--- config.mk ---
export PLATFORM = sky130hd
export DESIGN_NAME = seg7_capture
export DESIGN_NICKNAME = d
export VERILOG_FILES = /design/src/rtl/seg7_capture_pkg.sv /design/src/rtl/seg7_decode.sv /design/src/rtl/seg7_capture.sv
export SDC_FILE = /design/constraint.sdc
export NUM_CORES = 1
export LEC_CHECK = 0
export BUFFER_PORTS_ARGS = -buffer_cell sky130_fd_sc_hd__buf_2
export CAP_MARGIN = 20
export CORE_MARGIN = 2
export CORE_UTILIZATION = 55
export CTS_CLUSTER_DIAMETER = 200
export DETAILED_ROUTE_END_ITERATION = 16
export GPL_TIMING_DRIVEN = 0
export MAX_ROUTING_LAYER = met4
export PLACE_DENSITY = 0.76
export SLEW_MARGIN = 20
export SYNTH_ARGS = -nofsm -noshare
export SYNTH_HDL_FRONTEND = slang
export SYNTH_SLANG_ARGS = --single-unit
--- constraint.sdc ---
create_clock -name clk -period 8.2 [get_ports clk]
set_input_delay 0.41 -clock clk [delete_from_list [all_inputs] [get_ports clk]]
set_output_delay 0.41 -clock clk [all_outputs]
set_load 0.005 [all_outputs]
--- src/rtl/seg7_capture_pkg.sv ---
// ============================================================================
// Module      : seg7_capture_pkg
// Description : Shared FSM encoding, 7-segment glyph table and csn helpers.
// Revision    : 1.0 - initial release
// ============================================================================
`default_nettype none

package seg7_capture_pkg;

    typedef enum logic [1:0] {
        ST_IDLE   = 2'd0,
        ST_SETTLE = 2'd1,
        ST_HOLD   = 2'd2
    } state_t;

    localparam logic [6:0] c_blank = 7'h00;

    // Segment order {a,b,c,d,e,f,g}; entry n is the glyph for hex digit n
    localparam logic [6:0] c_glyph [16] = '{
        7'h7E, 7'h30, 7'h6D, 7'h79, 7'h33, 7'h5B, 7'h5F, 7'h70,
        7'h7F, 7'h7B, 7'h77, 7'h1F, 7'h4E, 7'h3D, 7'h4F, 7'h47
    };

    function automatic logic onehot_low(input logic [7:0] csn);
        int n;
        n = 0;
        for (int i = 0; i < 8; i++) begin
            if (!csn[i]) n++;
        end
        return (n == 1);
    endfunction

    function automatic logic [2:0] low_index(input logic [7:0] csn);
        logic [2:0] idx;
        idx = 3'd0;
        for (int i = 0; i < 8; i++) begin
            if (!csn[i]) idx = 3'(i);
        end
        return idx;
    endfunction

endpackage

`default_nettype wire

--- src/rtl/seg7_decode.sv ---
// ============================================================================
// Module      : seg7_decode
// Description : Combinational 7-segment pattern to hex nibble classifier.
// Revision    : 1.0 - initial release
// ============================================================================
`default_nettype none

module seg7_decode
    import seg7_capture_pkg::*;
(
    input  logic [6:0] i_seg,
    output logic       o_is_glyph,
    output logic       o_is_blank,
    output logic [3:0] o_nibble
);

    always_comb begin
        o_is_glyph = 1'b0;
        o_nibble   = 4'd0;
        for (int i = 0; i < 16; i++) begin
            if (i_seg == c_glyph[i]) begin
                o_is_glyph = 1'b1;
                o_nibble   = 4'(i);
            end
        end
    end

    assign o_is_blank = (i_seg == c_blank);

endmodule

`default_nettype wire

--- src/rtl/seg7_capture.sv ---
// ============================================================================
// Module      : seg7_capture
// Description : Debounces a multiplexed 8-digit 7-segment bus into hex digits.
// Revision    : 1.0 - initial release
// ============================================================================
`default_nettype none

module seg7_capture
    import seg7_capture_pkg::*;
#(
    parameter int SETTLE_CYC = 4
)(
    input  logic        clk,
    input  logic        resetn,
    input  logic [7:0]  num_csn,
    input  logic [6:0]  num_a_g,
    output logic [31:0] value,
    output logic [7:0]  digit_valid,
    output logic        upd,
    output logic        bad_seg
);

    localparam logic [7:0] c_settle = 8'(SETTLE_CYC);

    state_t      r_state;
    state_t      w_state_nxt;
    logic [7:0]  r_cnt;
    logic [7:0]  w_cnt_nxt;
    logic        w_latch;

    logic [7:0]  r_csn;
    logic [6:0]  r_seg;
    logic [7:0]  r_prev_csn;
    logic [6:0]  r_prev_seg;

    logic [31:0] r_value;
    logic [7:0]  r_valid;
    logic        r_pend;
    logic        r_upd;
    logic        r_bad;

    logic        w_sel;
    logic        w_same;
    logic [4:0]  w_lsb;
    logic        w_is_glyph;
    logic        w_is_blank;
    logic [3:0]  w_nibble;
    logic [31:0] w_value_nxt;
    logic [7:0]  w_valid_nxt;
    logic        w_bad;
    logic        w_changed;

    assign w_sel  = onehot_low(r_csn);
    assign w_same = (r_csn == r_prev_csn) && (r_seg == r_prev_seg);
    assign w_lsb  = {low_index(r_csn), 2'b00};

    seg7_decode u_decode (
        .i_seg      (r_seg),
        .o_is_glyph (w_is_glyph),
        .o_is_blank (w_is_blank),
        .o_nibble   (w_nibble)
    );

    // The latch fires on the edge where the count would reach SETTLE_CYC
    always_comb begin
        w_state_nxt = r_state;
        w_cnt_nxt   = r_cnt;
        w_latch     = 1'b0;
        case (r_state)
            ST_IDLE: begin
                if (w_sel) begin
                    w_state_nxt = ST_SETTLE;
                    w_cnt_nxt   = 8'd1;
                end
            end
            ST_SETTLE: begin
                if (!w_sel) begin
                    w_state_nxt = ST_IDLE;
                    w_cnt_nxt   = 8'd0;
                end else if (!w_same) begin
                    w_cnt_nxt   = 8'd1;
                end else if (r_cnt >= c_settle - 8'd1) begin
                    w_state_nxt = ST_HOLD;
                    w_cnt_nxt   = c_settle;
                    w_latch     = 1'b1;
                end else begin
                    w_cnt_nxt   = r_cnt + 8'd1;
                end
            end
            ST_HOLD: begin
                if (!w_sel) begin
                    w_state_nxt = ST_IDLE;
                    w_cnt_nxt   = 8'd0;
                end else if (!w_same) begin
                    w_state_nxt = ST_SETTLE;
                    w_cnt_nxt   = 8'd1;
                end
            end
            default: begin
                w_state_nxt = ST_IDLE;
                w_cnt_nxt   = 8'd0;
            end
        endcase
    end

    always_comb begin
        w_value_nxt = r_value;
        w_valid_nxt = r_valid;
        w_bad       = 1'b0;
        if (w_latch) begin
            if (w_is_glyph) begin
                w_value_nxt[w_lsb +: 4]      = w_nibble;
                w_valid_nxt[w_lsb[4:2]]      = 1'b1;
            end else if (w_is_blank) begin
                w_value_nxt[w_lsb +: 4]      = 4'd0;
                w_valid_nxt[w_lsb[4:2]]      = 1'b0;
            end else begin
                w_bad = 1'b1;
            end
        end
    end

    assign w_changed = w_latch && ({w_value_nxt, w_valid_nxt} != {r_value, r_valid});

    // upd is delayed a second stage so it lands the cycle after new data is visible
    always_ff @(posedge clk) begin
        if (!resetn) begin
            r_state    <= ST_IDLE;
            r_cnt      <= 8'd0;
            r_csn      <= 8'hFF;
            r_seg      <= 7'h00;
            r_prev_csn <= 8'hFF;
            r_prev_seg <= 7'h00;
            r_value    <= 32'd0;
            r_valid    <= 8'd0;
            r_pend     <= 1'b0;
            r_upd      <= 1'b0;
            r_bad      <= 1'b0;
        end else begin
            r_state    <= w_state_nxt;
            r_cnt      <= w_cnt_nxt;
            r_csn      <= num_csn;
            r_seg      <= num_a_g;
            r_prev_csn <= r_csn;
            r_prev_seg <= r_seg;
            r_value    <= w_value_nxt;
            r_valid    <= w_valid_nxt;
            r_pend     <= w_changed;
            r_upd      <= r_pend;
            r_bad      <= w_bad;
        end
    end

    assign value       = r_value;
    assign digit_valid = r_valid;
    assign upd         = r_upd;
    assign bad_seg     = r_bad;

endmodule

`default_nettype wire

# ---- After elaboration in Yosys (flattened, before gate mapping)
# Cells that the tools add are included.
dict set report word_totals {
  regBits 83
  out_inout_bits 42
}
dict set report op_classes {
  bitwise 5
  reduce_logical 8
  eq_ne 26
  shifts 3
  n_addsub 9
  mux 75
  n_lt_le_gt_ge 3
}
# op count
set op_table {}
lappend op_table {{32-bit 2-to-1 mux} 10}
lappend op_table {{32-bit by 2-bit adder with 32-bit output, second input constant} 7}
lappend op_table {{7-bit equality test, second input constant} 12}
lappend op_table {{8-bit 2-to-1 mux} 9}
lappend op_table {{32-bit bitwise mux} 2}
lappend op_table {{40-bit != test} 1}
lappend op_table {{32-bit by 2-bit equality test with 1-bit output, second input constant} 1}
lappend op_table {{4-bit 2-to-1 mux} 8}
lappend op_table {{4-bit by 7-bit variable shift with 32-bit output, first input constant} 1}
lappend op_table {{4-bit by 7-bit indexed part select with 32-bit output} 1}
lappend op_table {{4-bit by 7-bit indexed part select with 32-bit output, first input constant} 1}
lappend op_table {{3-bit 2-to-1 mux} 10}
lappend op_table {{1-bit 2-to-1 mux} 25}
lappend op_table {{8-bit case mux with 3 select lines} 1}
lappend op_table {{7-bit by 6-bit equality test with 1-bit output, second input constant} 3}
lappend op_table {{2-bit 2-to-1 mux} 8}
lappend op_table {{3-bit != test, second input constant} 3}
lappend op_table {{8-bit by 1-bit adder with 8-bit output, second input constant} 1}
lappend op_table {{8-bit AND} 1}
lappend op_table {{8-bit equality test} 1}
lappend op_table {{8-bit by 2-bit greater-or-equal comparator with 1-bit output, second input constant} 1}
lappend op_table {{8-bit NOT} 1}
lappend op_table {{8-bit bitwise OR} 1}
lappend op_table {{7-bit by 5-bit equality test with 1-bit output, second input constant} 1}
lappend op_table {{16 further kinds} 19}

# ---- Logic depth before layout (Yosys ltp)
dict set report logic_depth {
  ltp_word 22
  depth_mapped 27
  mapped_depth_nobuf 25
}

# ---- Modules after synthesis
# Synthesis repeated with hierarchy kept, for this count alone.
dict set report hier_totals {
  cells_unflattened 634
  area_unflattened_um2 5207.5
}
# module n_inst cells_per_inst area_each_um2
set by_module_without_submodules {}
lappend by_module_without_submodules {seg7_capture 1 567 4769.6}
lappend by_module_without_submodules {seg7_decode 1 67 437.9}

# ---- Worst setup path after synthesis
# OpenSTA, ideal clock, no wires.
dict set report synth_path {
  path_type {register to register}
  start {reg r_csn[1]}
  end {reg r_value[23] (netlist: value[23])}
  arrival_time_ns 5.265
  path_stages_with_launch 26
  synth_period_minus_slack_ns 5.400
  path_buffers 3
  path_slack_ns 2.800
  required_time_ns 8.065
  path_cell_list {dfxtp_1 > inv_1 > ha_1 > buf_6 > xnor3_2 > inv_1 > ha_1 > nor2_1 > nor2_1 > ha_1 > nor2b_1 > o21bai_1 > ha_1 > mux2_2 > ha_1 > nor2b_1 > xnor2_1 > xnor2_1 > mux2i_1 > a21o_1 > o211ai_2 > or4_1 > buf_4 > buf_6 > o311ai_1 > o31ai_1}
}
dict set report synth_via {
  elab_chain_len 17
}
# item line_no
set synth_rtl {}
lappend synth_rtl {{from (decl)} seg7_capture.sv:31} ;# logic [7:0] r_csn;
lappend synth_rtl {{from (signal assigned)} seg7_capture.sv:142} ;# r_csn <= num_csn;
lappend synth_rtl {{32-bit 2-to-1 mux} seg7_capture_pkg.sv:28} ;# if (!csn[i]) n++;
lappend synth_rtl {{32-bit by 2-bit adder with 32-bit output} seg7_capture_pkg.sv:28}
lappend synth_rtl {{32-bit 2-to-1 mux} seg7_capture_pkg.sv:28}
lappend synth_rtl {{32-bit by 2-bit adder with 32-bit output} seg7_capture_pkg.sv:28}
lappend synth_rtl {{32-bit 2-to-1 mux} seg7_capture_pkg.sv:28}
lappend synth_rtl {{32-bit by 2-bit adder with 32-bit output} seg7_capture_pkg.sv:28}
lappend synth_rtl {{32-bit 2-to-1 mux} seg7_capture_pkg.sv:28}
lappend synth_rtl {{32-bit by 2-bit adder with 32-bit output} seg7_capture_pkg.sv:28}
lappend synth_rtl {{32-bit 2-to-1 mux} seg7_capture_pkg.sv:28}
lappend synth_rtl {{32-bit by 2-bit adder with 32-bit output} seg7_capture_pkg.sv:28}
lappend synth_rtl {{32-bit 2-to-1 mux} seg7_capture_pkg.sv:28}
lappend synth_rtl {{32-bit by 2-bit adder with 32-bit output} seg7_capture_pkg.sv:28}
lappend synth_rtl {{32-bit 2-to-1 mux} seg7_capture_pkg.sv:28}
lappend synth_rtl {{32-bit by 2-bit equality test with 1-bit output} seg7_capture_pkg.sv:30} ;# return (n == 1);
lappend synth_rtl {{1-bit 2-to-1 mux} seg7_capture.sv:77} ;# if (!w_sel) begin
lappend synth_rtl {{1-bit 2-to-1 mux} seg7_capture.sv:69} ;# case (r_state)
lappend synth_rtl {{32-bit 2-to-1 mux *} seg7_capture.sv:110} ;# if (w_latch) begin
lappend synth_rtl {{to (signal assigned)} seg7_capture.sv:146} ;# r_value <= w_value_nxt;
lappend synth_rtl {{to (decl)} seg7_capture.sv:36} ;# logic [31:0] r_value;
# Mark *: on every way between the ends. The rest lies on a longest branch, timed or not.
# A chain may end at the register's enable or synchronous reset.

# ---- Final worst setup path
dict set report layout_path {
  start {reg r_csn[1]}
  end {reg r_value[20] (netlist: value[20])}
}
# Same word-level chain as after synthesis.

==> metrics.md <==
| Metric | Value |
|---|---|
| Result of the run | complete, no violations |
| Required time of the critical path | around 8400 ps |
| Root buffer cell | clkbuf_8 |
| Last weighted congestion value of the routability-driven placer | 1.01 |
| CTS tree | built |
| Worst hold path type | primary input to flop |
| Design Area, Final | between 5000 and 6000 µm² |
| Total area of multi-input combinational cells | 3190 µm² |
| Sequential cell area | 1660 µm² |
| Sequential element share of the synthesized area | about a third |
| Number of failing setup endpoints in the final timing report | 0 |
| Synth Flop Type | dfxtp_1 |
| Proportion of netlist area held by the largest area contributor | between 30 and 40% |
| Cell variety after synth | 76 |
| Total number of nets in the final design | 721 |
| Static Leakage | approximately 0.0022 µW |
| Xor and xnor area share after synthesis | 5.69% |
| Standard cell area after detailed placement | between 5000 and 6000 µm² |
| Total congestion overflow | 0 |
| Standard cell core area | ~9000 µm² |
| Sum of buffers and inverters on the critical path | 4 |
| H-Tree Depth | 3 |
| Rows | 35 |
| Number of antenna violations at the first check in global routing | 0 |
| Via density per instance | 6.56 |
| Total of max-cap violations | 0 |
| Total die area | between 10000 and 15000 µm² |
| Share of layout cells above drive strength 1 | 14.9% |
| Critical path's slowest cell | or4_1 |
| Clock latency on the worst-skew pair | between 300 and 400 ps |
| Kind of cell adding the most delay to the critical path | adder cells |
| TNS Setup | 0 ps |
| Estimated wirelength of the detail-placed design | ~12000 µm |
| N_diodes | 0 |
| Post-CTS repair timing setup buffer count | 0 |
| Hold Worst Slack | between 200 and 250 ps |
| Post-synth top area cell | dfxtp_1 |
| Top cells by area in the synthesized netlist | dfxtp_1, nand2_1, o32ai_1 |
| Post-layout minimum cycle time | 6130 ps |
| Boundary Pins | 59 |
| Post-Route Skew | 9.18 ps |
| Setup slack after layout | ~2100 ps |
| Category of the worst setup path launch point | flop |
| Share of cell area taken by muxes after synthesis | between 2 and 2.5% |
| Maximum buffer depth of the clock tree | 2 |
| Number of remaining DRC errors | 0 |
| Share of the synthesized area in compound gates (AO/OA/AOI/OAI) | a little under a quarter |
| Count of pins over their slew limit | 0 |
| Total power divided by cell area | approximately 170 nW/µm² |
| WS Path Type | flop to flop |
| Final Hold Violating Endpoints | 0 |
| Clock slew at reported path FFs | roughly 90 ps |
| Combinational family with the most area after synthesis | simple AND/OR/NAND/NOR gates |
| Post-cts hold buffer count | 0 |
| Initial DRC count | ~440 |
| Capturing element type of the critical path | flop |
| Post-synthesis to final-layout area growth | 12.8% |
| Period utilization | ~75% |
| Post-layout total power | between 900 and 1000 µW |
| Wire length of the first global-routing pass | roughly 26000 µm |
| Fillers | a little over 800 |
| Number of standard cells after synthesis | 625 |
| Tightest slew margin relative to the limit | roughly 40% |
| Critical path fanouts, max | 10 |
| Commonest cells after routing, fill and taps aside | dfxtp_1, nand2_1, buf_2, nor2_1, clkbuf_1 |
| Routed vias | roughly 5300 |
| Buffers added on ports | 57 |
| Die Ht | 100 µm |
| Die Width | 100 µm |
| Met3 Use GR | under 10% |
| Most utilized layer in the global route result | met2 |
| Syn_nets | roughly 650 |
| Maximum clock frequency | roughly 160 MHz |
| Pin count of the biggest net entering global routing | 15 |
| Number of sinks on the clock net | slightly above 80 |
| Worst path max stage delay | roughly 580 ps |
| Number of enable flip-flop cells after synthesis | 0 |
| Worst vdd ir | 0.0886 mV |
| Post-synthesis register bit count | 83 |
| Antenna Nets Post-Route | 0 |
| Simple-gate share of the synthesized area | 29.0% |
| Transition time at the pin with the least slew margin | slightly below 900 ps |
| Setup Slack @ Placement | between 2000 and 2500 ps |
| Cell type with the highest occurrence count on the critical path | ha_1 |
| Mean post-synth cell area | 8.17 µm² |
| GR Util met1 | 44.4% |
| RSZ-0062 raised after global routing | false |
| Inserted Clock Buffers | 9 |
| Number of global-route vias before repair | 5087 |
| Yosys warning total | 0 |
| Global router's overall resource usage | approximately a third |
| First-pass detailed-route iteration total | 7 |
| Worst EP arrival | between 6000 and 7000 ps |
| Initial Utilization | between 50 and 60% |
| Routed wire length | between 15000 and 20000 µm |
| Detail-routed net length per standard cell | approximately 20 µm |
| Fraction of the mapped netlist area in adder cells | under 10% |
| Ys async rst share | 0% |
| Number of instances resized during post-cts repair | 0 |
| Most common cell after layout, fill and taps aside | dfxtp_1 |
| Netlist area before placement | roughly 5000 µm² |
| Grt met2 use | a little over half |
## path summary, 6_finish.rpt
| check | start | end | slack, ps | depth (start not counted) |
|---|---|---|---|---|
| hold reg to reg | r_cnt[6] | r_cnt[6] | 450 | 2 |
| setup / recovery | r_csn[1] | value[20] | 2070 | 25 |
| setup reg to reg | r_csn[1] | value[20] | 2070 | 25 |
| hold / removal | num_csn[1] | r_csn[1] | 210 | 2 |
## routing by layer
layer	part of all wire, %	vias up
li1	-	2469
met5	0	-
met2	46	302
met3	8.5	49
met4	2.7	0
met1	42	2493
## cells by family after synthesis
group	count (synthesis)
xor+xnor	29
mux	10
fa+ha+maj	10
flops	83
buf+inv	61
simple gates	271
compound gates	161
## report_power, final
| part | switching, µW | internal [µW] |
|---|---|---|
| clock network | 163 | 172 |
| logic | 137 | 76.9 |
| registers | 8.57 | 413 |
| total | 309 | 662 |
## synth_stat cells, types with 11 or more instances
master / count
dfxtp_1: 83
nand2_1: 75
nor2_1: 37
clkbuf_1: 35
o32ai_1: 27
nand2b_1: 23
and2_1: 21
nand3_1: 21
a21oi_1: 19
o21ai_0: 18
inv_1: 16
o22ai_1: 15
nor3_1: 14
xor2_1: 14
nor2b_1: 13
o31ai_1: 12
xnor2_1: 12
nor4_1: 11
## area by class of cell
| cell class | count | share of cell area [%] |
|---|---|---|
| buffer | 45 | 3.43 |
| clock buffer | 10 | 2.22 |
| clock inverter | 6 | 1.54 |
| inverter | 16 | 1.04 |
| multi-input combinational | 481 | 55.4 |
| sequential | 83 | 28.9 |
| tap | 111 | 2.41 |
| timing repair buffer | 58 | 5.04 |
## worst reg2reg max path: stages (launching register included)
cell and delay (ps):
dfxtp_1 410, inv_1 120, ha_1 300, buf_6 140, xnor2_1 120, ha_1 300, nor2b_1 170, a211oi_1 390
nor2_1 100, ha_1 280, nor2b_1 250, o21bai_1 200, ha_1 290, mux2_2 270, ha_1 180, nor2b_1 130
xnor2_1 300, xnor2_1 180, mux2i_1 200, a21o_1 120, o211ai_2 200, or4_1 580, buf_4 210, buf_6 170
o311ai_2 280, o31ai_1 140
## registers in the layout, summed over array words and instances (netlist names)
name         flops
value           32
r_cnt            8
bad_seg          1
upd              1
r_state          2
r_csn            8
r_pend           1
r_seg            7
r_prev_seg       7
digit_valid      8
r_prev_csn       8
## through the flow
stage | instances | util, %
final | 810 | 63.2
after global routing | 810 | 63.2
after CTS | 810 | 63.2
after detailed placement | 794 | 60.8
after global placement | 793 | 60.7
after floorplan | 625 | -
No activity file was read; power rests on OpenSTA's default activity.
